### src/rtl/uart_pkg.sv
// rtl/uart_pkg.sv - shared byte width, default FIFO geometry and transmit FSM encoding
package uart_pkg;

   localparam int UART_BYTE_W    = 8;
   localparam int DEFAULT_DEPTH  = 16;
   localparam int DEFAULT_ADDR_W = 4;

   typedef enum logic [1:0] {
      ST_IDLE = 2'd0,
      ST_REQ  = 2'd1,
      ST_GAP  = 2'd2
   } tx_state_t;

endpackage

### src/rtl/uart_tx_fifo_mem.sv
// rtl/uart_tx_fifo_mem.sv - DEPTH x byte storage, synchronous write, asynchronous read
module uart_tx_fifo_mem
   import uart_pkg::*;
#(
   parameter int DEPTH  = DEFAULT_DEPTH,
   parameter int ADDR_W = DEFAULT_ADDR_W
) (
   input  logic                   Clk,
   input  logic                   we,
   input  logic [ADDR_W-1:0]      waddr,
   input  logic [UART_BYTE_W-1:0] wdata,
   input  logic [ADDR_W-1:0]      raddr,
   output logic [UART_BYTE_W-1:0] rdata
);

   logic [UART_BYTE_W-1:0] mem [DEPTH];

   always_ff @(posedge Clk) begin
      if (we) mem[waddr] <= wdata;
   end

   assign rdata = mem[raddr];

endmodule

### src/rtl/uart_tx_buffer.sv
// rtl/uart_tx_buffer.sv - byte FIFO feeding the UART transmitter; UART_TX_BUFFER_OVF_EN adds a sticky overflow flag
module uart_tx_buffer
   import uart_pkg::*;
#(
   parameter int DEPTH  = DEFAULT_DEPTH,
   parameter int ADDR_W = DEFAULT_ADDR_W
) (
   input  logic                   Clk,
   input  logic                   nReset,
   input  logic                   wr_en,
   input  logic [UART_BYTE_W-1:0] wr_data,
   output logic                   full,
   output logic                   empty,
   output logic [ADDR_W:0]        level,
   output logic [UART_BYTE_W-1:0] tx_byte,
   output logic                   tx_req,
   input  logic                   tx_ack,
   output logic                   ovf,
   input  logic                   ovf_clr
);

   localparam logic [ADDR_W:0] LEVEL_FULL = (ADDR_W+1)'(DEPTH);

   tx_state_t              state;
   logic [ADDR_W-1:0]      wp;
   logic [ADDR_W-1:0]      rp;
   logic [ADDR_W:0]        level_next;
   logic [UART_BYTE_W-1:0] rd_data;
   logic [UART_BYTE_W-1:0] head;
   logic                   push;
   logic                   pop;

   assign push = wr_en & ~full;
   assign pop  = (state == ST_REQ) & tx_ack;
   // An empty FIFO forwards the incoming byte so tx_req rises the cycle after the write.
   assign head = empty ? wr_data : rd_data;

   uart_tx_fifo_mem #(.DEPTH(DEPTH), .ADDR_W(ADDR_W)) u_mem (
      .Clk   (Clk),
      .we    (push),
      .waddr (wp),
      .wdata (wr_data),
      .raddr (rp),
      .rdata (rd_data)
   );

   always_comb begin
      level_next = level;
      if (push && !pop)      level_next = level + (ADDR_W+1)'(1);
      else if (pop && !push) level_next = level - (ADDR_W+1)'(1);
   end

   always_ff @(posedge Clk or negedge nReset) begin
      if (!nReset) begin
         wp    <= '0;
         rp    <= '0;
         level <= '0;
         empty <= 1'b1;
         full  <= 1'b0;
      end else begin
         if (push) wp <= wp + ADDR_W'(1);
         if (pop)  rp <= rp + ADDR_W'(1);
         level <= level_next;
         empty <= (level_next == '0);
         full  <= (level_next == LEVEL_FULL);
      end
   end

   always_ff @(posedge Clk or negedge nReset) begin
      if (!nReset) begin
         state   <= ST_IDLE;
         tx_req  <= 1'b0;
         tx_byte <= '0;
      end else begin
         case (state)
            ST_IDLE: begin
               if (!empty || push) begin
                  state   <= ST_REQ;
                  tx_req  <= 1'b1;
                  tx_byte <= head;
               end
            end
            ST_REQ: begin
               if (tx_ack) begin
                  state  <= ST_GAP;
                  tx_req <= 1'b0;
               end
            end
            ST_GAP: begin
               // empty already reflects the pop taken on entry to GAP
               if (!empty) begin
                  state   <= ST_REQ;
                  tx_req  <= 1'b1;
                  tx_byte <= rd_data;
               end else begin
                  state <= ST_IDLE;
               end
            end
            default: begin
               state  <= ST_IDLE;
               tx_req <= 1'b0;
            end
         endcase
      end
   end

`ifdef UART_TX_BUFFER_OVF_EN
   always_ff @(posedge Clk or negedge nReset) begin
      if (!nReset)            ovf <= 1'b0;
      else if (wr_en && full) ovf <= 1'b1;
      else if (ovf_clr)       ovf <= 1'b0;
   end
`else
   logic unused_ovf_clr;
   assign unused_ovf_clr = ovf_clr;
   assign ovf            = 1'b0;
`endif

endmodule

### config.mk
export PLATFORM = sky130hd
export DESIGN_NAME = uart_tx_buffer
export DESIGN_NICKNAME = d
export VERILOG_FILES = /design/src/rtl/uart_pkg.sv /design/src/rtl/uart_tx_fifo_mem.sv /design/src/rtl/uart_tx_buffer.sv
export SDC_FILE = /design/constraint.sdc
export NUM_CORES = 1
export LEC_CHECK = 0
export ABC_AREA = 1
export ABC_CLOCK_PERIOD_IN_PS = 2100
export CAP_MARGIN = 20
export CORE_MARGIN = 4
export CORE_UTILIZATION = 55
export DETAILED_ROUTE_END_ITERATION = 7
export PLACE_DENSITY = 0.85
export RECOVER_POWER = 50
export SYNTH_ARGS = -nofsm -noshare
export SYNTH_HDL_FRONTEND = slang
export SYNTH_SLANG_ARGS = --single-unit
### constraint.sdc
create_clock -name Clk -period 2.1 [get_ports Clk]
set_input_delay 0.315 -clock Clk [delete_from_list [all_inputs] [get_ports Clk]]
set_output_delay 0.315 -clock Clk [all_outputs]
set_load 0.1 [all_outputs]
# Yosys cells after proc, flatten, opt, wreduce, memory -nomap -nowiden
# Memory sizes are Yosys's and may differ from the RTL's.
# Index checks and enable logic that the tools add are counted.
[totals]
memories = 1
elab_cells = 50
regBits = 26
ramBits = 128
output_inout_bits = 17
inputBits = 13
[memory_table]
columns = ["name", "depth", "word_bits", "rd", "rd_ports_with_merged_regs", "wr", "line", "rtl"]
rows = [
  ["u_mem.mem", 16, 8, 1, 0, 1, "uart_tx_fifo_mem.sv:16", "logic [UART_BYTE_W-1:0] mem [DEPTH];"],
]
[classes]
n_reduce_logical = 12
bitwise_logic = 3
n_eq_ne = 6
add_sub_neg = 4
n_mux = 16
[ops]
columns = ["operator", "count"]
rows = [
  ["$mux 8", 3],
  ["$pmux 8 s2", 1],
  ["$mux 5", 2],
  ["$add 4x1->4 const B", 2],
  ["$mux 1", 6],
  ["$ne 2x2->1 const B", 3],
  ["$pmux 2 s3", 1],
  ["$reduce_and 3->1", 2],
  ["$add 5x1->5 const B", 1],
  ["$eq 5x5->1 const B", 1],
  ["$logic_not 5->1", 1],
  ["$sub 5x1->5 const B", 1],
  ["$mux 2", 2],
  ["$logic_not 1->1", 3],
  ["$pmux 1 s3", 1],
  ["$and 1x1->1", 2],
  ["$eq 2x1->1 const B", 1],
  ["$eq 2x2->1 const B", 1],
  ["$logic_and 1x1->1", 2],
  ["$logic_not 2->1", 1],
  ["$reduce_and 2->1", 1],
  ["$reduce_bool 2->1", 1],
  ["$logic_or 1x1->1", 1],
  ["$not 1->1", 1],
]

# Depth between registers and ports, before layout
[depth]
ltp_word = 7
ltp_mapped = 11
ltp_nobuf = 10

# Hierarchy
# From an unflattened synthesis, not the netlist that was laid out.
[hier_totals]
cells_unflattened = 695
area_unflattened_um2 = 6951.7
[by_module_without_submodules]
columns = ["module", "seq_area_each_um2", "instances", "area_per_inst_um2", "cells_each"]
rows = [
  ["uart_tx_fifo_mem", 3843.7, 1, 5606.6, 543],
  ["uart_tx_buffer", 651.9, 1, 1345.0, 152],
]

# Least setup slack after synthesis
# No wires, ideal clock.
[synth_timing]
path_type = "flip-flop to flip-flop"
start = "register full"
end = "memory u_mem.mem[11][0] (enable)"
stages_incl_launch_ff = 6
t_required_ns = 1.730
arrival_ns = 1.645
n_path_buf = 0
setup_time_ns = 0.370
synth_period_minus_slack_ns = 2.015
slack_ns = 0.085
cell_sequence = "dfrtp_1 inv_1 nand2_2 inv_2 nand2_1 nor2_1"
[synth_via]
elab_chain_len = 4
[synth_lines]
columns = ["element", "line", "rtl"]
rows = [
  ["start, declared", "uart_tx_buffer.sv:12", "output logic full,"],
  ["start signal, assigned", "uart_tx_buffer.sv:65", "full <= (level_next == LEVEL_FULL);"],
  ["$not 1->1", "uart_tx_buffer.sv:33", "assign push = wr_en & ~full;"],
  ["$and 1x1->1", "uart_tx_buffer.sv:33", ""],
  ["$mux 1", "uart_tx_fifo_mem.sv:19", "if (we) mem[waddr] <= wdata;"],
  ["$mux 1 (not written as such)", "uart_tx_fifo_mem.sv:19", ""],
  ["end, declared", "uart_tx_fifo_mem.sv:16", ""],
]
# No other way between the ends.

# Worst setup path after layout
[layout_timing]
start = "register rp[1]"
end = "register tx_byte[4]"
[layout_via]
elab_chain_len = 4
elab_cells_between_ends = 5
classes_between = "4 x mux; 1 x memory"
[layout_lines]
columns = ["element", "line", "rtl"]
rows = [
  ["start, declared", "uart_tx_buffer.sv:26", "logic [ADDR_W-1:0] rp;"],
  ["start signal, assigned", "uart_tx_buffer.sv:62", "if (pop) rp <= rp + ADDR_W'(1);"],
  ["$mem_v2 16x8 *", "--", ""],
  ["$mux 8", "uart_tx_buffer.sv:36", "assign head = empty ? wr_data : rd_data;"],
  ["$mux 8", "uart_tx_buffer.sv:77", "if (!empty || push) begin"],
  ["$pmux 8 s2 *", "uart_tx_buffer.sv:75", "case (state)"],
  ["end signal, assigned", "uart_tx_buffer.sv:94", "tx_byte <= rd_data;"],
  ["end, declared", "uart_tx_buffer.sv:15", "output logic [UART_BYTE_W-1:0] tx_byte,"],
]
# Mark *: on every way between the ends. The rest lies on a longest branch, timed or not. The select of a mux whose other input is x is not followed.
# A chain may end at the register's enable or synchronous reset.

==> impl_metrics.yaml <==
routing:
  antenna_left: 0
  drt-total-wl_um: 15200
  drtIter0Drc: 496
  first_pass_iters: 5
  drc: 0
  post_drt_wl_per_cell_um: 18.3
  post_drt_via_cell_ratio: 5.71
  vias: 4753
timing:
  setup_viol: 0
  tightest_slew_ps: 1390
  maxSlewHeadroom_pct: 7.03
  tns_ps: 0
  post-route-min-period_ps: 1780
  report.final.hold_viol_count: 0
  clock.fmax_mhz: 563
  final.setup_skew_ps: 6.09
  finalCritPeriodShare_pct: 84.6
  slew_viol_final: 0
  rsz0062_at_grt: "no"
clock_network:
  clockBufferDepth: 2
  cts-resized-gates: 0
  cts-root-buf: "clkbuf_16"
  post_cts_buffers: 0
  htree_levels: 4
  clk_pin_slew_worst_paths_ps: 60
  clock_latency_ps: 420
  clock-sinks: 154
  tritoncts: "built"
  ctsHoldBuffers: 0
  cts_buffers: 17
logic_synthesis:
  synth-seq-cells: 154
  synth-edff-count: 128
  yosysTopAreaCell: "edfxtp_1"
  ys_top_cells_by_count: "172 x nand2_1, 128 x edfxtp_1, 96 x nor2_1"
  ys_top_cells_by_area: "edfxtp_1 57%, nand2_1 9.6%, dfrtp_1 9.3%"
  syn_area_sq_um: 6740
  synth_warnings: 0
  syn_nets: 644
  synth_cell_types: 34
  syn_avg_cell_area_sq_um: 10.8
  synth.most_common_cell: "nand2_1"
  ys_seq_area_share_pct: 66.7
  synth_ff_type: "edfxtp_1"
  synth_top_cell_area_share_pct: 57.0
  postSynth.asyncResetShare_pct: 16.9
  netlist_instances: 624
cells_and_area:
  diodes: 0
  fillers: 815
  utilization_pct: 65.0
  final_cell_area_sq_um: 7800
  drive_gt1_share_pct: 13.1
  finalNonFillerCells: 832
  nNetsFinal: 693
  layout-area-overhead-vs-synth_pct: 15.7
worst_setup_path:
  cp_top_family: "simple AND/OR/NAND/NOR gates"
  cp_data_arrival_time_ps: 2090
  max_stage_delay_ps: 520
  critPathMostFrequentCell: "nand2_1"
  crit_type: "reg -> reg"
  path_buf_inv: 0
  crit_path_end_kind: "register"
  ff2ff_path_depth: 8
  crit_path_start_kind: "register"
  cp_slowest_cell: "dfrtp_1"
  path_cells: "nor2_4 -> nand3_1 -> nand2_1 -> nor2_1 -> nand2_1 -> nand3_1 -> nand2_1 -> nand2_1"
  crit_fanout: 16
  path_depth: 8
  required_ps: 2410
pwr:
  vdd_drop_max_mv: 1.20
  internal-power_mw: 7.41
  comb_power_share_pct: 39.7
  powerDensity_nw_per_um2: 1610
  pwr-share-clk_pct: 27.3
  leakagePower_nw: 3.12
  switching_share_pct: 40.9
  switchingPower_mw: 5.13
  finalPower_mw: 12.5
  seq_power_share_pct: 33.0
die:
  dieArea_sq_um: 14100
  placementRows: 40
  coreArea_sq_um: 12000
  dieWidth_um: 119
  ios: 30
  die_h_um: 119
  initial_utilization_pct: 56.1
job:
  timing.max_cap.violations: 0
grt:
  grt_first_pass_wirelength_um: 24700
  antenna_found_initial: 0
  grt_max_degree: 54
  grt_pass1_vias: 4694
  overflow: 0
  grt_use_total_pct: 23.1
placed_design:
  dp_hpwl_um: 9500
  place.gp.congestion: 0.872
  numPortBuffers: 27
  dp_cells: 801
  dpl_cell_area_sq_um: 7190
worst_hold_path:
  min_path_type: "reg -> reg"
  holdPathStages: 2
status:
  status: "complete, no violations"
==> cell type report <==
cell class / instances / area [sq um] / share of cell area (%)
Inverter: 28 / 113 / 1.44
Clock inverter: 12 / 220 / 2.82
Sequential cell: 154 / 4500 / 57.6
Clock buffer: 19 / 443 / 5.68
Tap cell: 147 / 184 / 2.36
Multi-Input combinational cell: 413 / 1890 / 24.2
Timing Repair Buffer: 59 / 462 / 5.92
==> cells by family (layout without fill, tap and decap cells) <==
kind of cell,Yosys count,after routing,synth area share [%]
AOI/OAI and AO/OA,49,49,3.80
buffers and inverters,57,118,5.18
other,1,1,0.0556
and+or+nand+nor,346,346,21.7
xor gates and xnor gates,10,10,1.30
DFF,154,154,66.7
adders and majority gates,7,7,1.30
==> final timing paths <==
path	startpoint	endpoint	slack, ps
min reg2reg	tx_byte[3]	tx_byte[3]	480
min	tx_byte[3]	tx_byte[3]	480
max reg2reg	rp[1]	tx_byte[4]	320
min in group asynchronous	nReset	rp[3]	750
max	rp[1]	tx_byte[4]	320
max in group asynchronous	nReset	rp[0]	430
==> metal layers <==
metal	GRT usage [%]	vias up	part of all wire (%)
met5	0	-	0
met2	37.8	291	50
li1	-	2190	-
met4	11.7	0	3.8
met1	29.4	2230	37
met3	4.55	42	10
==> sequential cells by signal, indices dropped and copies added, names as in the netlist <==
register   flops
rp             4
state          2
tx_byte        8
tx_req         1
empty          1
full           1
level          5
wp             4
u_mem.mem    128
==> through the flow <==
| step | hold slack (ps) | setup slack [ps] |
|---|---|---|
| after CTS | 272 | 341 |
| after floorplan | 19.4 | 85.0 |
| after global placement | 472 | 210 |
| after detailed placement | 468 | 193 |
| final | 482 | 323 |
| after global routing | 506 | 134 |
==> tightest hold or removal path, cell delays in order, from the launching register on <==
cell,delay (ps)
dfrtp_1,340
nand2_1,50
nand2_1,50
==> power by group through the flow <==
stage	Clock, mW	Combinational, mW	Sequential (mW)
after detailed placement	0	4.87	4.19
after global placement	0	4.73	4.16
after floorplan	0	2.92	5.04
after CTS	3.44	4.96	4.14
final	3.43	4.98	4.14
after global routing	3.59	5.45	4.19
==> cell usage in the layout, fill, tap and decap left out, types with 2 or more instances in the layout <==
cell type / netlist / routed
nand4_1: 2 / 2
nor2_2: 2 / 2
inv_1: 21 / 22
o21ai_0: 15 / 15
nand3_2: 3 / 3
inv_4: 3 / 3
o21ai_1: 11 / 11
clkbuf_1: 1 / 10
buf_4: 7 / 37
buf_12: 0 / 2
inv_2: 3 / 2
edfxtp_1: 128 / 128
dlygate4sd3_1: 0 / 10
o211ai_1: 2 / 2
clkbuf_16: 0 / 17
ha_1: 7 / 7
bufinv_16: 0 / 6
nor2_1: 96 / 96
nand3_1: 61 / 62
dfrtp_1: 25 / 24
a21oi_1: 19 / 19
xor2_1: 10 / 10
nand2_1: 172 / 172
clkinv_2: 0 / 3
nand2_2: 4 / 4
No activity file was read; power rests on OpenSTA's default activity.
